### src/rtl/spi_register_port.sv
// SPI mode-0 slave: frames 32-bit host writes into one-cycle register-bus strobes and echoes the last write on MISO.
// Optional SPI_AUTO_INCREMENT_EN: words after the first write auto-increment the register number (burst mode).
module spi_register_port #(
    parameter int SYNC_STAGES = 2,
    parameter int FRAME_BITS  = 32
) (
    input  logic        i_Clock,
    input  logic        i_Reset,
    input  logic        i_SCK,
    input  logic        i_CS_n,
    input  logic        i_MOSI,
    output logic        o_MISO,
    output logic [15:0] o_RegisterNumber,
    output logic [15:0] o_RegisterValue,
    output logic        o_RegisterWriteEnable,
    output logic        o_FrameError
);

    localparam logic [2:0] ST_WAIT_IDLE = 3'd0;
    localparam logic [2:0] ST_IDLE      = 3'd1;
    localparam logic [2:0] ST_ADDR      = 3'd2;
    localparam logic [2:0] ST_DATA      = 3'd3;
    localparam logic [2:0] ST_WRITE     = 3'd4;
    localparam logic [2:0] ST_TAIL      = 3'd5;  // DONE, or BURST when auto-increment is built in

    localparam logic [5:0] FULL_COUNT = 6'(FRAME_BITS);
    localparam logic [5:0] HALF_COUNT = 6'(FRAME_BITS / 2);

    logic [SYNC_STAGES-1:0] sck_sync_q, cs_sync_q, mosi_sync_q;
    logic                   sck_last_q, cs_last_q;
    logic                   sck_s, cs_s, mosi_s;
    logic                   sck_rise, sck_fall, cs_rise, cs_fall;

    logic [2:0]  state_q, state_d;
    logic [5:0]  count_q, count_d;
    logic [31:0] shift_q, shift_d;
    logic [15:0] echo_q, echo_d;
    logic [15:0] num_q, num_d;
    logic [15:0] val_q, val_d;
    logic        we_q, we_d;
    logic        err_q, err_d;

    assign sck_s  = sck_sync_q[SYNC_STAGES-1];
    assign cs_s   = cs_sync_q[SYNC_STAGES-1];
    assign mosi_s = mosi_sync_q[SYNC_STAGES-1];

    // Edges are taken between the last synchroniser stage and one extra history flop.
    assign sck_rise = sck_s & ~sck_last_q;
    assign sck_fall = ~sck_s & sck_last_q;
    assign cs_rise  = cs_s & ~cs_last_q;
    assign cs_fall  = ~cs_s & cs_last_q;

    always_ff @(posedge i_Clock or posedge i_Reset) begin
        if (i_Reset) begin
            sck_sync_q  <= '0;
            cs_sync_q   <= '0;
            mosi_sync_q <= '0;
            sck_last_q  <= 1'b0;
            cs_last_q   <= 1'b0;
        end else begin
            sck_sync_q  <= {sck_sync_q[SYNC_STAGES-2:0], i_SCK};
            cs_sync_q   <= {cs_sync_q[SYNC_STAGES-2:0], i_CS_n};
            mosi_sync_q <= {mosi_sync_q[SYNC_STAGES-2:0], i_MOSI};
            sck_last_q  <= sck_s;
            cs_last_q   <= cs_s;
        end
    end

    always_comb begin
        state_d = state_q;
        count_d = count_q;
        shift_d = shift_q;
        echo_d  = echo_q;
        num_d   = num_q;
        val_d   = val_q;
        we_d    = 1'b0;
        err_d   = 1'b0;
        case (state_q)
            ST_WAIT_IDLE: begin
                if (cs_s) state_d = ST_IDLE;
            end
            ST_IDLE: begin
                if (cs_fall) begin
                    state_d = ST_ADDR;
                    count_d = 6'd0;
                    echo_d  = num_q;
                end
            end
            ST_ADDR, ST_DATA: begin
                if (sck_rise) begin
                    shift_d = {shift_q[30:0], mosi_s};
                    count_d = count_q + 6'd1;
                end
                // The value echo is loaded on bit 16; the fall right after it must not shift it.
                if (sck_fall && count_q != HALF_COUNT)
                    echo_d = {echo_q[14:0], 1'b0};
                if (sck_rise && count_d == FULL_COUNT) begin
                    state_d = ST_WRITE;
                    num_d   = shift_d[31:16];
                    val_d   = shift_d[15:0];
                    we_d    = 1'b1;
                end else if (cs_rise) begin
                    state_d = ST_IDLE;
                    err_d   = (count_d != 6'd0);
                end else if (sck_rise && count_d == HALF_COUNT && state_q == ST_ADDR) begin
                    state_d = ST_DATA;
                    echo_d  = val_q;
                end
            end
            ST_WRITE: begin
                count_d = 6'd0;
                state_d = cs_s ? ST_IDLE : ST_TAIL;
            end
            ST_TAIL: begin
`ifdef SPI_AUTO_INCREMENT_EN
                if (sck_rise) begin
                    shift_d = {shift_q[30:0], mosi_s};
                    count_d = count_q + 6'd1;
                end
                if (sck_rise && count_d == HALF_COUNT) begin
                    state_d = ST_WRITE;
                    num_d   = num_q + 16'd1;
                    val_d   = shift_d[15:0];
                    we_d    = 1'b1;
                end else if (cs_rise) begin
                    state_d = ST_IDLE;
                    err_d   = (count_d != 6'd0);
                end
`else
                if (cs_rise) state_d = ST_IDLE;
`endif
            end
            default: state_d = ST_WAIT_IDLE;
        endcase
    end

    always_ff @(posedge i_Clock or posedge i_Reset) begin
        if (i_Reset) begin
            state_q <= ST_WAIT_IDLE;
            count_q <= '0;
            shift_q <= '0;
            echo_q  <= '0;
            num_q   <= '0;
            val_q   <= '0;
            we_q    <= 1'b0;
            err_q   <= 1'b0;
        end else begin
            state_q <= state_d;
            count_q <= count_d;
            shift_q <= shift_d;
            echo_q  <= echo_d;
            num_q   <= num_d;
            val_q   <= val_d;
            we_q    <= we_d;
            err_q   <= err_d;
        end
    end

    assign o_MISO                = ((state_q == ST_ADDR) || (state_q == ST_DATA)) & echo_q[15];
    assign o_RegisterNumber      = num_q;
    assign o_RegisterValue       = val_q;
    assign o_RegisterWriteEnable = we_q;
    assign o_FrameError          = err_q;

endmodule
### config.mk
export PLATFORM = sky130hd
export DESIGN_NAME = spi_register_port
export DESIGN_NICKNAME = d
export VERILOG_FILES = /design/src/rtl/spi_register_port.sv
export SDC_FILE = /design/constraint.sdc
export NUM_CORES = 1
export LEC_CHECK = 0
export ABC_AREA = 1
export BUFFER_PORTS_ARGS = -buffer_cell sky130_fd_sc_hd__buf_2
export CAP_MARGIN = 20
export CORE_MARGIN = 2
export CORE_UTILIZATION = 60
export DETAILED_ROUTE_END_ITERATION = 12
export GPL_ROUTABILITY_DRIVEN = 1
export GPL_TIMING_DRIVEN = 0
export PLACE_DENSITY = 0.77
export SYNTH_ARGS = -nofsm -noshare
export SYNTH_HDL_FRONTEND = slang
export SYNTH_SLANG_ARGS = --single-unit
### constraint.sdc
create_clock -name i_Clock -period 4.9 [get_ports i_Clock]
set_input_delay 1.225 -clock i_Clock [delete_from_list [all_inputs] [get_ports i_Clock]]
set_output_delay 1.225 -clock i_Clock [all_outputs]
set_load 0.005 [all_outputs]
=== After elaboration in Yosys (flattened, before gate mapping) ===
Index checks and enable logic that the tools add are counted.

* Register bits after elaboration: 99
* Bits in latches: 0
* RAM bits: 0
* Memory bits (read-only): 0
* Input bits: 5
* Logic and storage cells: 73
* Memories: 0

* Add/subtract/negate cells: 1
* Multipliers: 0
* Div/mod/pow operators: 0
* $lt $le $gt $ge: 0
* Equal/unequal tests: 12
* Shifts and indexed selects: 0
* Mux-type cells: 24
* Bitwise operators: 9
* Reduce and logical (&&, ||, !) cells: 14

{| class="wikitable"
|+ Operators with widths
! operator !! number
|-
| 16-bit 2-to-1 mux || 5
|-
| 32-bit 2-to-1 mux || 1
|-
| 16-bit case mux with 2 select lines || 1
|-
| 3-bit 2-to-1 mux || 7
|-
| 6-bit 2-to-1 mux || 3
|-
| 6-bit case mux with 3 select lines || 1
|-
| 3-bit case mux with 5 select lines || 1
|-
| 6-bit by 1-bit adder with 6-bit output, second input constant || 1
|-
| 3-bit by 2-bit equality test with 1-bit output, second input constant || 2
|-
| 3-bit equality test, second input constant || 2
|-
| 6-bit by 5-bit equality test with 1-bit output, second input constant || 1
|-
| 6-bit equality test, second input constant || 1
|-
| 2-bit inequality test, second input constant || 3
|-
| 6-bit by 5-bit inequality test with 1-bit output, second input constant || 1
|-
| 2-bit AND reduction || 3
|-
| 6-bit nonzero test || 1
|-
| 1-bit bitwise AND || 5
|-
| 1-bit 2-to-1 mux || 5
|-
| 1-bit logical AND || 4
|-
| 4-bit inequality test, second input constant || 1
|-
| 1-bit inverter || 4
|-
| 4-bit AND reduction || 1
|-
| 3-bit by 1-bit equality test with 1-bit output, second input constant || 1
|-
| 3-bit zero test || 1
|-
| other kinds (4) || 4
|}

=== Logic depth before layout (Yosys ltp) ===
Gate-level depths: netlist (run 1).

* Word-level depth: 11
* Mapped depth: 15

=== Worst setup path before layout (run 1) ===
Ideal clock, no wire load.

* Kind: flip-flop to output port
* From: register state_q[2]
* To: output o_MISO
* Arrival time: 928 ps
* Required time: 3,675 ps
* Path slack: 2,747 ps
* Cell stages (with the launch flop): 5
* Path buffers: 1
* Cell sequence: dfrtp_1 inv_1 nand2_2 clkbuf_1 nor2_1

* Word-level cells in the longest chain between the ends: 3
* Elaborated cells on any way between the ends: 4
* Classes of those cells: 2 x eq/ne; 1 x bitwise; 1 x reduce/logical

{| class="wikitable"
|+ RTL lines
! item !! RTL line !! RTL
|-
| start: declaration || 34 || <nowiki>logic [2:0] state_q, state_d;</nowiki>
|-
| start signal: assignment || 148 || <nowiki>state_q <= state_d;</nowiki>
|-
| 3-bit by 2-bit equality test with 1-bit output || 159 || <nowiki>assign o_MISO = ((state_q == ST_ADDR) || (state_q == ST_DATA)) & echo_q[15];</nowiki>
|-
| 1-bit logical OR (*) || 159 ||
|-
| 1-bit bitwise AND (*) || 159 ||
|-
| end: declaration || 12 || <nowiki>output logic o_MISO,</nowiki>
|}

Every way passes the cells marked *; elsewhere a longest branch is shown, timed or not.

=== Final worst setup path (run 1) ===
Ends and elaborated chain as after synthesis.

==> flow_summary.html, run 1 <==
<table>
<tr><th>Metric</th><th>Value</th></tr>
<tr><th colspan="2">Drt</th></tr>
<tr><td>Drt pass-1 iters</td><td>5</td></tr>
<tr><td>DRC violations left</td><td>0</td></tr>
<tr><td>Count of antenna-violating nets left after detailed routing</td><td>0</td></tr>
<tr><td>Detailed Route WL</td><td>12120 um</td></tr>
<tr><td>DR vias</td><td>~4400</td></tr>
<tr><td>Average vias per placed instance</td><td>~5.4</td></tr>
<tr><td>Final routed wire length divided by cell count</td><td>14.93 um</td></tr>
<tr><td>Initial drt markers</td><td>295</td></tr>
<tr><th colspan="2">Status</th></tr>
<tr><td>Result of the run</td><td>finished, final reports clean</td></tr>
<tr><th colspan="2">Power and ir drop</th></tr>
<tr><td>Peak supply drop</td><td>about 0.25 mV</td></tr>
<tr><td>Leak pwr</td><td>between 2 and 3 nW</td></tr>
<tr><td>Ratio of total power to cell area</td><td>427.2 mW/mm2</td></tr>
<tr><td>Pwr Total</td><td>~2.4 mW</td></tr>
<tr><th colspan="2">STA</th></tr>
<tr><td>Headroom to the max-slew limit</td><td>0.5965</td></tr>
<tr><td>Unrepaired setup endpoints after global routing</td><td>no</td></tr>
<tr><td>Worst Max-Slew Pin Slew</td><td>slightly above 0.6 ns</td></tr>
<tr><td>Total setup violations reported at the end of the flow</td><td>0</td></tr>
<tr><td>Hold Fails Final Rpt</td><td>0</td></tr>
<tr><td>Final number of max-transition violations</td><td>0</td></tr>
<tr><td>Layout Skew</td><td>~0.012 ns</td></tr>
<tr><td>Minimum clock period after layout</td><td>3.037 ns</td></tr>
<tr><td>Final-layout setup total negative slack</td><td>0 ns</td></tr>
<tr><td>Min setup slack post-route</td><td>1.863 ns</td></tr>
<tr><td>Final Cycle Share</td><td>0.6198</td></tr>
<tr><td>Max Clock Freq</td><td>~0.33 GHz</td></tr>
<tr><th colspan="2">Worst setup path</th></tr>
<tr><td>Peak fanout along the critical path</td><td>10</td></tr>
<tr><td>Launching instance or port of the critical path</td><td>state_q[2]</td></tr>
<tr><td>Worst Path Arrival</td><td>1.81 ns</td></tr>
<tr><td>Type of the worst setup path</td><td>reg2out</td></tr>
<tr><td>Critical R2R Launch</td><td>count_q[0]</td></tr>
<tr><td>Critical path startpoint category</td><td>flop</td></tr>
<tr><td>CP required</td><td>approximately 3.7 ns</td></tr>
<tr><td>CP endpoint kind</td><td>output port</td></tr>
<tr><th colspan="2">Floorplanning</th></tr>
<tr><td>Initial Util</td><td>0.6099</td></tr>
<tr><td>Boundary Pins</td><td>40</td></tr>
<tr><td>Horizontal die dimension</td><td>roughly 95 um</td></tr>
<tr><td>Area inside the core boundary</td><td>approximately 0.0081 mm2</td></tr>
<tr><td>Die span in y</td><td>about 95 um</td></tr>
<tr><td>Num rows</td><td>33</td></tr>
<tr><td>Die Area</td><td>~0.0090 mm2</td></tr>
<tr><th colspan="2">Yosys</th></tr>
<tr><td>Synth Instances</td><td>roughly 650</td></tr>
<tr><td>Net count of the mapped netlist</td><td>~660</td></tr>
<tr><td>Top post-synthesis cells by area</td><td>sky130_fd_sc_hd__dfrtp_1 50%, sky130_fd_sc_hd__nand2_1 13%, sky130_fd_sc_hd__o21ai_0 11%, sky130_fd_sc_hd__inv_1 7.5%, sky130_fd_sc_hd__a21oi_1 3.4%</td></tr>
<tr><td>Fraction of post-synthesis cell area in the top cell type by area</td><td>0.5019</td></tr>
<tr><td>Cell area after synthesis</td><td>approximately 0.0049 mm2</td></tr>
<tr><td>Synth Flop Type</td><td>sky130_fd_sc_hd__dfrtp_1</td></tr>
<tr><td>Yosys top cell by area</td><td>sky130_fd_sc_hd__dfrtp_1</td></tr>
<tr><td>Library cell with the highest instance count after synthesis</td><td>sky130_fd_sc_hd__nand2_1</td></tr>
<tr><td>Async set or reset register ratio after synthesis</td><td>1.000</td></tr>
<tr><td>Average cell area after synthesis</td><td>around 7.6 um2</td></tr>
<tr><td>List of most frequent post-synthesis cells</td><td>177 x sky130_fd_sc_hd__nand2_1, 112 x sky130_fd_sc_hd__o21ai_0, 99 x sky130_fd_sc_hd__dfrtp_1</td></tr>
<tr><td>Synth unique cells</td><td>27</td></tr>
<tr><td>Number of synthesized flops with an enable pin</td><td>0</td></tr>
<tr><td>Sequential area share after synthesis</td><td>0.5019</td></tr>
<tr><td>Register bit total from synthesis</td><td>about 100</td></tr>
<tr><td>Warning count from the yosys run</td><td>0</td></tr>
<tr><th colspan="2">Clock tree</th></tr>
<tr><td>Clock Path Buffers</td><td>2</td></tr>
<tr><td>Number of resized instances in the post-cts repair step</td><td>0</td></tr>
<tr><td>Quantity of hold-fixing buffers added after cts</td><td>0</td></tr>
<tr><td>CTS tree</td><td>yes</td></tr>
<tr><td>Clock buffers created by TritonCTS</td><td>9</td></tr>
<tr><td>Sink count of the clock tree</td><td>99</td></tr>
<tr><td>Root cell of the clock tree</td><td>sky130_fd_sc_hd__clkbuf_8</td></tr>
<tr><td>Buffer count from post-CTS setup fixing</td><td>0</td></tr>
<tr><td>Clock insertion delay at the later pin of the skew report</td><td>approximately 0.36 ns</td></tr>
<tr><td>Clock H-tree levels</td><td>3</td></tr>
<tr><td>Clock-pin slew on the worst setup and hold paths</td><td>0.10 ns</td></tr>
<tr><th colspan="2">Final layout</th></tr>
<tr><td>Final antenna diode count</td><td>0</td></tr>
<tr><td>Post-layout net count</td><td>709</td></tr>
<tr><td>Fraction of final layout cells with drive strength greater than 1</td><td>0.1075</td></tr>
<tr><td>Non-filler instance count after layout</td><td>between 800 and 900</td></tr>
<tr><td># fillers</td><td>between 600 and 700</td></tr>
<tr><td>Growth of design area from synthesis to finish</td><td>11.58%</td></tr>
<tr><th colspan="2">Placed design</th></tr>
<tr><td>Quantity of I/O buffers inserted on ports</td><td>39</td></tr>
<tr><td>Post-placement worst setup slack</td><td>roughly 2.3 ns</td></tr>
<tr><td>DP HPWL</td><td>a little under 9000 um</td></tr>
<tr><td>Placed Cells</td><td>796</td></tr>
<tr><td>Placer Congestion</td><td>between 0.8 and 0.9</td></tr>
<tr><th colspan="2">Global routing</th></tr>
<tr><td>Total global-route track usage</td><td>0.2866</td></tr>
<tr><td>Overflow left after global routing</td><td>0</td></tr>
<tr><td>Number of global-route vias before repair</td><td>approximately 4000</td></tr>
<tr><td>Wire length of the first global-routing pass</td><td>about 20000 um</td></tr>
<tr><td>Number of antenna violations at the first check in global routing</td><td>0</td></tr>
<tr><td>Maximum number of pins on one net before global-route repair</td><td>66</td></tr>
<tr><th colspan="2">Worst hold path</th></tr>
<tr><td>Hold crit path type</td><td>reg2reg</td></tr>
<tr><td>Hold_sp</td><td>sck_sync_q[0]</td></tr>
<tr><th colspan="2">Job</th></tr>
<tr><td>Count of max-cap constraint violations</td><td>0</td></tr>
</table>
[area by class of cell]
class                   instances  area, um2  area share
clock inverters                 5      63.81     0.01159
flip-flops and latches         99       2477      0.4498
repair buffers                 40      222.7     0.04044
multi-input cells             417       1919      0.3485
inverters                     100      377.9     0.06861
well taps                     105      131.4     0.02385
plain buffers                  35      163.9     0.02976
clock buffers                  11      151.4     0.02749
[path summary, 6_finish.rpt]
check                      slack [ns]                  end  depth (start not counted)
setup / recovery                 1.86               o_MISO                          5
hold / removal                   0.36        sck_sync_q[1]                          0
setup reg to reg                 2.55  o_RegisterNumber[3]                         13
hold reg to reg                  0.36        sck_sync_q[1]                          0
max in group asynchronous        3.34           echo_q[12]                          3
min in group asynchronous        0.87           sck_last_q                          2
[worst max-delay path, stage by stage, from the launching register on]
cell	delay, ns
sky130_fd_sc_hd__dfrtp_1	0.40
sky130_fd_sc_hd__inv_1	0.10
sky130_fd_sc_hd__nand2_2	0.24
sky130_fd_sc_hd__clkbuf_1	0.50
sky130_fd_sc_hd__nor2_1	0.07
sky130_fd_sc_hd__buf_2	0.14
[power by group]
| part | total (mW) | switching (mW) | internal (mW) |
|---|---|---|---|
| clock | 0.562 | 0.293 | 0.270 |
| sequential | 1.03 | 0.0922 | 0.939 |
| combinational | 0.759 | 0.524 | 0.235 |
| total | 2.35 | 0.909 | 1.44 |
[state kept, by name, indices dropped and copies added (netlist names)]
name	flops
cs_last_q	1
sck_last_q	1
o_RegisterValue	16
state_q	3
count_q	6
echo_q	16
sck_sync_q	2
cs_sync_q	2
shift_q	32
o_RegisterNumber	16
mosi_sync_q	2
o_RegisterWriteEnable	1
o_FrameError	1
[cell usage in the layout, fill, tap and decap left out, types with 3 or more instances in the layout]
cell,synthesis,routed
sky130_fd_sc_hd__a21oi_1,34,34
sky130_fd_sc_hd__nand3_1,26,26
sky130_fd_sc_hd__nand2_1,177,177
sky130_fd_sc_hd__clkbuf_1,22,22
sky130_fd_sc_hd__o22ai_1,5,5
sky130_fd_sc_hd__buf_2,5,44
sky130_fd_sc_hd__inv_6,0,3
sky130_fd_sc_hd__clkbuf_8,0,11
sky130_fd_sc_hd__buf_6,3,3
sky130_fd_sc_hd__inv_1,98,97
sky130_fd_sc_hd__nor2_1,29,29
sky130_fd_sc_hd__buf_1,4,4
sky130_fd_sc_hd__dfrtp_1,99,99
sky130_fd_sc_hd__o21ai_0,112,112
sky130_fd_sc_hd__nand4_1,17,17
[per-layer routing]
layer | track usage | routed length (um) | vias up
li1 | - | - | 2187
met1 | 0.3958 | 5463 | 2065
met2 | 0.4781 | 5949 | 135
met3 | 0.04709 | 512 | 17
met4 | 0.06643 | 194 | 0
met5 | 0 | 0 | -
[stage by stage]
step	instance area, um2	hold WS [ns]	util
finish	5508	0.3590	0.6806
global route	5508	0.3620	0.6806
CTS	5508	0.3592	0.6806
detailed placement	5293	0.3363	0.6540
global placement	5263	0.3318	0.6503
floorplan	4936	0.3312	-
[cell families after synthesis]
kind of cell               count (synthesis)  share of synthesized area
DFF                                       99                     0.5019
buffers and inverters                    135                     0.1093
adders and majority gates                  2                   0.005069
AOI/OAI and AO/OA                        157                     0.1632
and+or+nand+nor                          258                     0.2205
No activity file was read; power rests on OpenSTA's default activity.
==> run 2, diff against run 1 <==
--- a/config.mk
+++ b/config.mk
@@ -9,11 +9,11 @@
 export BUFFER_PORTS_ARGS = -buffer_cell sky130_fd_sc_hd__buf_2
 export CAP_MARGIN = 20
 export CORE_MARGIN = 2
-export CORE_UTILIZATION = 60
+export CORE_UTILIZATION = 54
 export DETAILED_ROUTE_END_ITERATION = 12
 export GPL_ROUTABILITY_DRIVEN = 1
 export GPL_TIMING_DRIVEN = 0
-export PLACE_DENSITY = 0.77
+export PLACE_DENSITY = 0.73
 export SYNTH_ARGS = -nofsm -noshare
 export SYNTH_HDL_FRONTEND = slang
 export SYNTH_SLANG_ARGS = --single-unit
==> constraint.sdc (replaced) <==
create_clock -name i_Clock -period 2.65 [get_ports i_Clock]
set_input_delay 0.6625 -clock i_Clock [delete_from_list [all_inputs] [get_ports i_Clock]]
set_output_delay 0.6625 -clock i_Clock [all_outputs]
set_load 0.005 [all_outputs]
==> run 2 against run 1 <==
  * Sequential share of layout area is 0.10 points higher
  * Die area rose by 11%
  * Combinational power grew 84%
  * Routed wire length is 0.76% higher
  * Via count is 0.89% higher
  * Setup slack worse by 1.7 ns
  * Flip-flop and latch count stayed put
  * Critical path depth stayed put
  * First-iteration DRC count grew 0.34%
  * Critical endpoint unchanged
  * Largest power group unchanged
==> flow_summary.html, run 2 (same netlist as run 1, synthesis figures left out) <==
<table>
<tr><th>Metric</th><th>Value</th></tr>
<tr><th colspan="2">Worst setup path</th></tr>
<tr><td>Peak fanout along the critical path</td><td>10 (unchanged)</td></tr>
<tr><td>CP max stage cell</td><td>sky130_fd_sc_hd__clkbuf_1</td></tr>
<tr><td>FF-to-FF path depth</td><td>15 (+2)</td></tr>
<tr><td>Gate family responsible for the most delay along the worst path</td><td>buffers and inverters</td></tr>
<tr><td>CP endpoint kind</td><td>output port</td></tr>
<tr><td>Critical R2R Launch</td><td>count_q[0]</td></tr>
<tr><td>Crit path cell chain</td><td>inv_1 &gt; nand2_2 &gt; clkbuf_1 &gt; nor2_1 &gt; buf_2</td></tr>
<tr><td>Worst Path Arrival</td><td>1.78 ns (-0.03 ns)</td></tr>
<tr><td>Critical register-to-register path endpoint</td><td>o_RegisterNumber[7]</td></tr>
<tr><td>Critical path startpoint category</td><td>flop</td></tr>
<tr><td>Critical path buffers and inverters</td><td>3 (unchanged)</td></tr>
<tr><td>Type of the worst setup path</td><td>reg2out</td></tr>
<tr><td>Slack of the worst reg-to-reg path</td><td>0.34 ns (-2.21 ns)</td></tr>
<tr><td>Largest incremental delay on the critical path</td><td>0.49 ns (about the same)</td></tr>
<tr><td>CP required</td><td>1.99 ns (-1.68 ns)</td></tr>
<tr><th colspan="2">Placed design</th></tr>
<tr><td>Placer Congestion</td><td>0.8324 (-2.6%)</td></tr>
<tr><td>Quantity of I/O buffers inserted on ports</td><td>39 (unchanged)</td></tr>
<tr><td>DP HPWL</td><td>9076 um (+1.9%)</td></tr>
<tr><td>Placed Cells</td><td>800 (+0.50%)</td></tr>
<tr><th colspan="2">Global routing</th></tr>
<tr><td>Maximum number of pins on one net before global-route repair</td><td>43 (-35%)</td></tr>
<tr><td>Number of antenna violations at the first check in global routing</td><td>0 (unchanged)</td></tr>
<tr><td>Overflow left after global routing</td><td>0 (unchanged)</td></tr>
<tr><td>Total global-route track usage</td><td>0.2632 (-0.02333)</td></tr>
<tr><td>Number of global-route vias before repair</td><td>4235 (+4.0%)</td></tr>
<tr><td>Wire length of the first global-routing pass</td><td>20560 um (+4.1%)</td></tr>
<tr><th colspan="2">Drt</th></tr>
<tr><td>DRC violations left</td><td>0 (unchanged)</td></tr>
<tr><td>Detailed Route WL</td><td>12210 um (+0.76%)</td></tr>
<tr><td>Initial drt markers</td><td>296 (+0.34%)</td></tr>
<tr><td>Final routed wire length divided by cell count</td><td>14.97 um (+0.27%)</td></tr>
<tr><td>Average vias per placed instance</td><td>5.445 (+0.39%)</td></tr>
<tr><td>DR vias</td><td>4443 (+0.89%)</td></tr>
<tr><td>Drt pass-1 iters</td><td>8 (+3)</td></tr>
<tr><td>Count of antenna-violating nets left after detailed routing</td><td>0 (unchanged)</td></tr>
<tr><th colspan="2">Floorplanning</th></tr>
<tr><td>Horizontal die dimension</td><td>99.61 um (+5.2%)</td></tr>
<tr><td>Initial Util</td><td>0.5605 (-0.04940)</td></tr>
<tr><td>Boundary Pins</td><td>40 (unchanged)</td></tr>
<tr><td>Die Area</td><td>0.009921 mm2 (+11%)</td></tr>
<tr><td>Die span in y</td><td>99.61 um (+5.2%)</td></tr>
<tr><td>Num rows</td><td>34 (+3.0%)</td></tr>
<tr><td>Area inside the core boundary</td><td>0.008806 mm2 (+8.8%)</td></tr>
<tr><th colspan="2">STA</th></tr>
<tr><td>Worst Max-Slew Pin Slew</td><td>0.6186 ns (+0.01329 ns)</td></tr>
<tr><td>Unrepaired setup endpoints after global routing</td><td>no</td></tr>
<tr><td>Final-layout setup total negative slack</td><td>0 ns (unchanged)</td></tr>
<tr><td>Max Clock Freq</td><td>about 0.4 GHz</td></tr>
<tr><td>Hold Fails Final Rpt</td><td>0 (unchanged)</td></tr>
<tr><td>Layout Skew</td><td>0.01477 ns (+0.002298 ns)</td></tr>
<tr><td>Final Cycle Share</td><td>0.9206</td></tr>
<tr><td>Headroom to the max-slew limit</td><td>0.5867 (-0.009727)</td></tr>
<tr><td>Minimum clock period after layout</td><td>about 2.4 ns</td></tr>
<tr><td>Total setup violations reported at the end of the flow</td><td>0 (unchanged)</td></tr>
<tr><td>Final number of max-transition violations</td><td>0 (unchanged)</td></tr>
<tr><th colspan="2">Clock tree</th></tr>
<tr><td>Clock insertion delay at the later pin of the skew report</td><td>0.37 ns (about the same)</td></tr>
<tr><td>Root cell of the clock tree</td><td>sky130_fd_sc_hd__clkbuf_8</td></tr>
<tr><td>Clock H-tree levels</td><td>3 (unchanged)</td></tr>
<tr><td>Buffer count from post-CTS setup fixing</td><td>0 (unchanged)</td></tr>
<tr><td>CTS tree</td><td>yes</td></tr>
<tr><td>Clock Path Buffers</td><td>2 (unchanged)</td></tr>
<tr><td>Clock buffers created by TritonCTS</td><td>9 (unchanged)</td></tr>
<tr><td>Number of resized instances in the post-cts repair step</td><td>0 (unchanged)</td></tr>
<tr><td>Quantity of hold-fixing buffers added after cts</td><td>0 (unchanged)</td></tr>
<tr><td>Clock-pin slew on the worst setup and hold paths</td><td>0.10 ns (about the same)</td></tr>
<tr><td>Sink count of the clock tree</td><td>99 (unchanged)</td></tr>
<tr><th colspan="2">Power and ir drop</th></tr>
<tr><td>Peak supply drop</td><td>0.3346 mV (+34%)</td></tr>
<tr><td>Leak pwr</td><td>2.685 nW (-0.62%)</td></tr>
<tr><td>Ratio of total power to cell area</td><td>769.3 mW/mm2 (+80%)</td></tr>
<tr><th colspan="2">Final layout</th></tr>
<tr><td>Non-filler instance count after layout</td><td>816 (+0.49%)</td></tr>
<tr><td>Number of flip-flops in the largest register</td><td>32 (unchanged)</td></tr>
<tr><td>Post-layout net count</td><td>710 (+0.14%)</td></tr>
<tr><td>Commonest cells after routing, fill and taps aside</td><td>177 x sky130_fd_sc_hd__nand2_1, 112 x sky130_fd_sc_hd__o21ai_0, 99 x sky130_fd_sc_hd__dfrtp_1, 97 x sky130_fd_sc_hd__inv_1, 44 x sky130_fd_sc_hd__buf_2</td></tr>
<tr><td>Growth of design area from synthesis to finish</td><td>11.33%</td></tr>
<tr><td>Fraction of final layout cells with drive strength greater than 1</td><td>0.1073 (-0.0001518)</td></tr>
<tr><td>Register name with the most flops</td><td>shift_q</td></tr>
<tr><td>Final antenna diode count</td><td>0 (unchanged)</td></tr>
<tr><td>Commonest non-fill, non-tap cell in the layout</td><td>sky130_fd_sc_hd__nand2_1</td></tr>
<tr><th colspan="2">Worst hold path</th></tr>
<tr><td>Worst Hold Depth</td><td>0 (unchanged)</td></tr>
<tr><td>Terminating pin of the worst hold path</td><td>sck_sync_q[1]</td></tr>
<tr><td>Hold_sp</td><td>sck_sync_q[0]</td></tr>
<tr><td>Hold crit path type</td><td>reg2reg</td></tr>
<tr><th colspan="2">Job</th></tr>
<tr><td>Count of max-cap constraint violations</td><td>0 (unchanged)</td></tr>
<tr><th colspan="2">Status</th></tr>
<tr><td>Result of the run</td><td>finished, final reports clean</td></tr>
</table>
==> run 2: how the worst max path moves through the flow <==
stage	from	end	slack, ns	cells past startpoint
4_1_cts	state_q[2]	o_MISO	0.24	5
6_report	state_q[2]	o_MISO	0.21	5
3_5_place_dp	count_q[0]	o_RegisterNumber[7]	0.37	15
2_1_floorplan	count_q[0]	echo_q[0]	0.75	14
5_1_grt	state_q[2]	o_MISO	0.12	5
3_3_place_gp	i_Reset	o_RegisterNumber[13]	0.16	2
==> run 2: cell type report <==
class                   instances  area [um2]
well taps                     108       135.1
fillers                       791        3311
clock inverters                 5       43.79
multi-input cells             417        1919
clock buffers                  11       141.4
repair buffers                 41       235.2
flip-flops and latches         99        2477
plain buffers                  35       163.9
inverters                     100       379.1
==> run 2: metrics by stage <==
step	total power [mW]	cell area, um2	hold WS, ns	utilization	setup slack [ns]
after global routing	4.541	5495	0.3607	0.6240	0.1197
final	4.228	5495	0.3468	0.6240	0.2104
after global placement	3.252	5270	0.3332	0.5985	0.1557
after CTS	4.236	5495	0.3578	0.6240	0.2445
after floorplan	2.938	4940	0.3312	-	0.7459
after detailed placement	3.312	5310	0.3436	0.6030	0.3726
==> run 2: metal layers <==
layer,wire length [um],up-vias,global-route usage
li1,-,2176,-
met1,5383,2119,0.3662
met2,5984,124,0.4252
met3,617,24,0.04638
met4,226,0,0.08008
met5,0,-,0
==> run 2: power by group <==
group | switching, mW | total, mW | internal, mW | leakage (nW)
clock | 0.542 | 0.923 | 0.381 | 0.0885
sequential | 0.167 | 1.90 | 1.74 | 1.32
combinational | 0.964 | 1.40 | 0.436 | 1.27
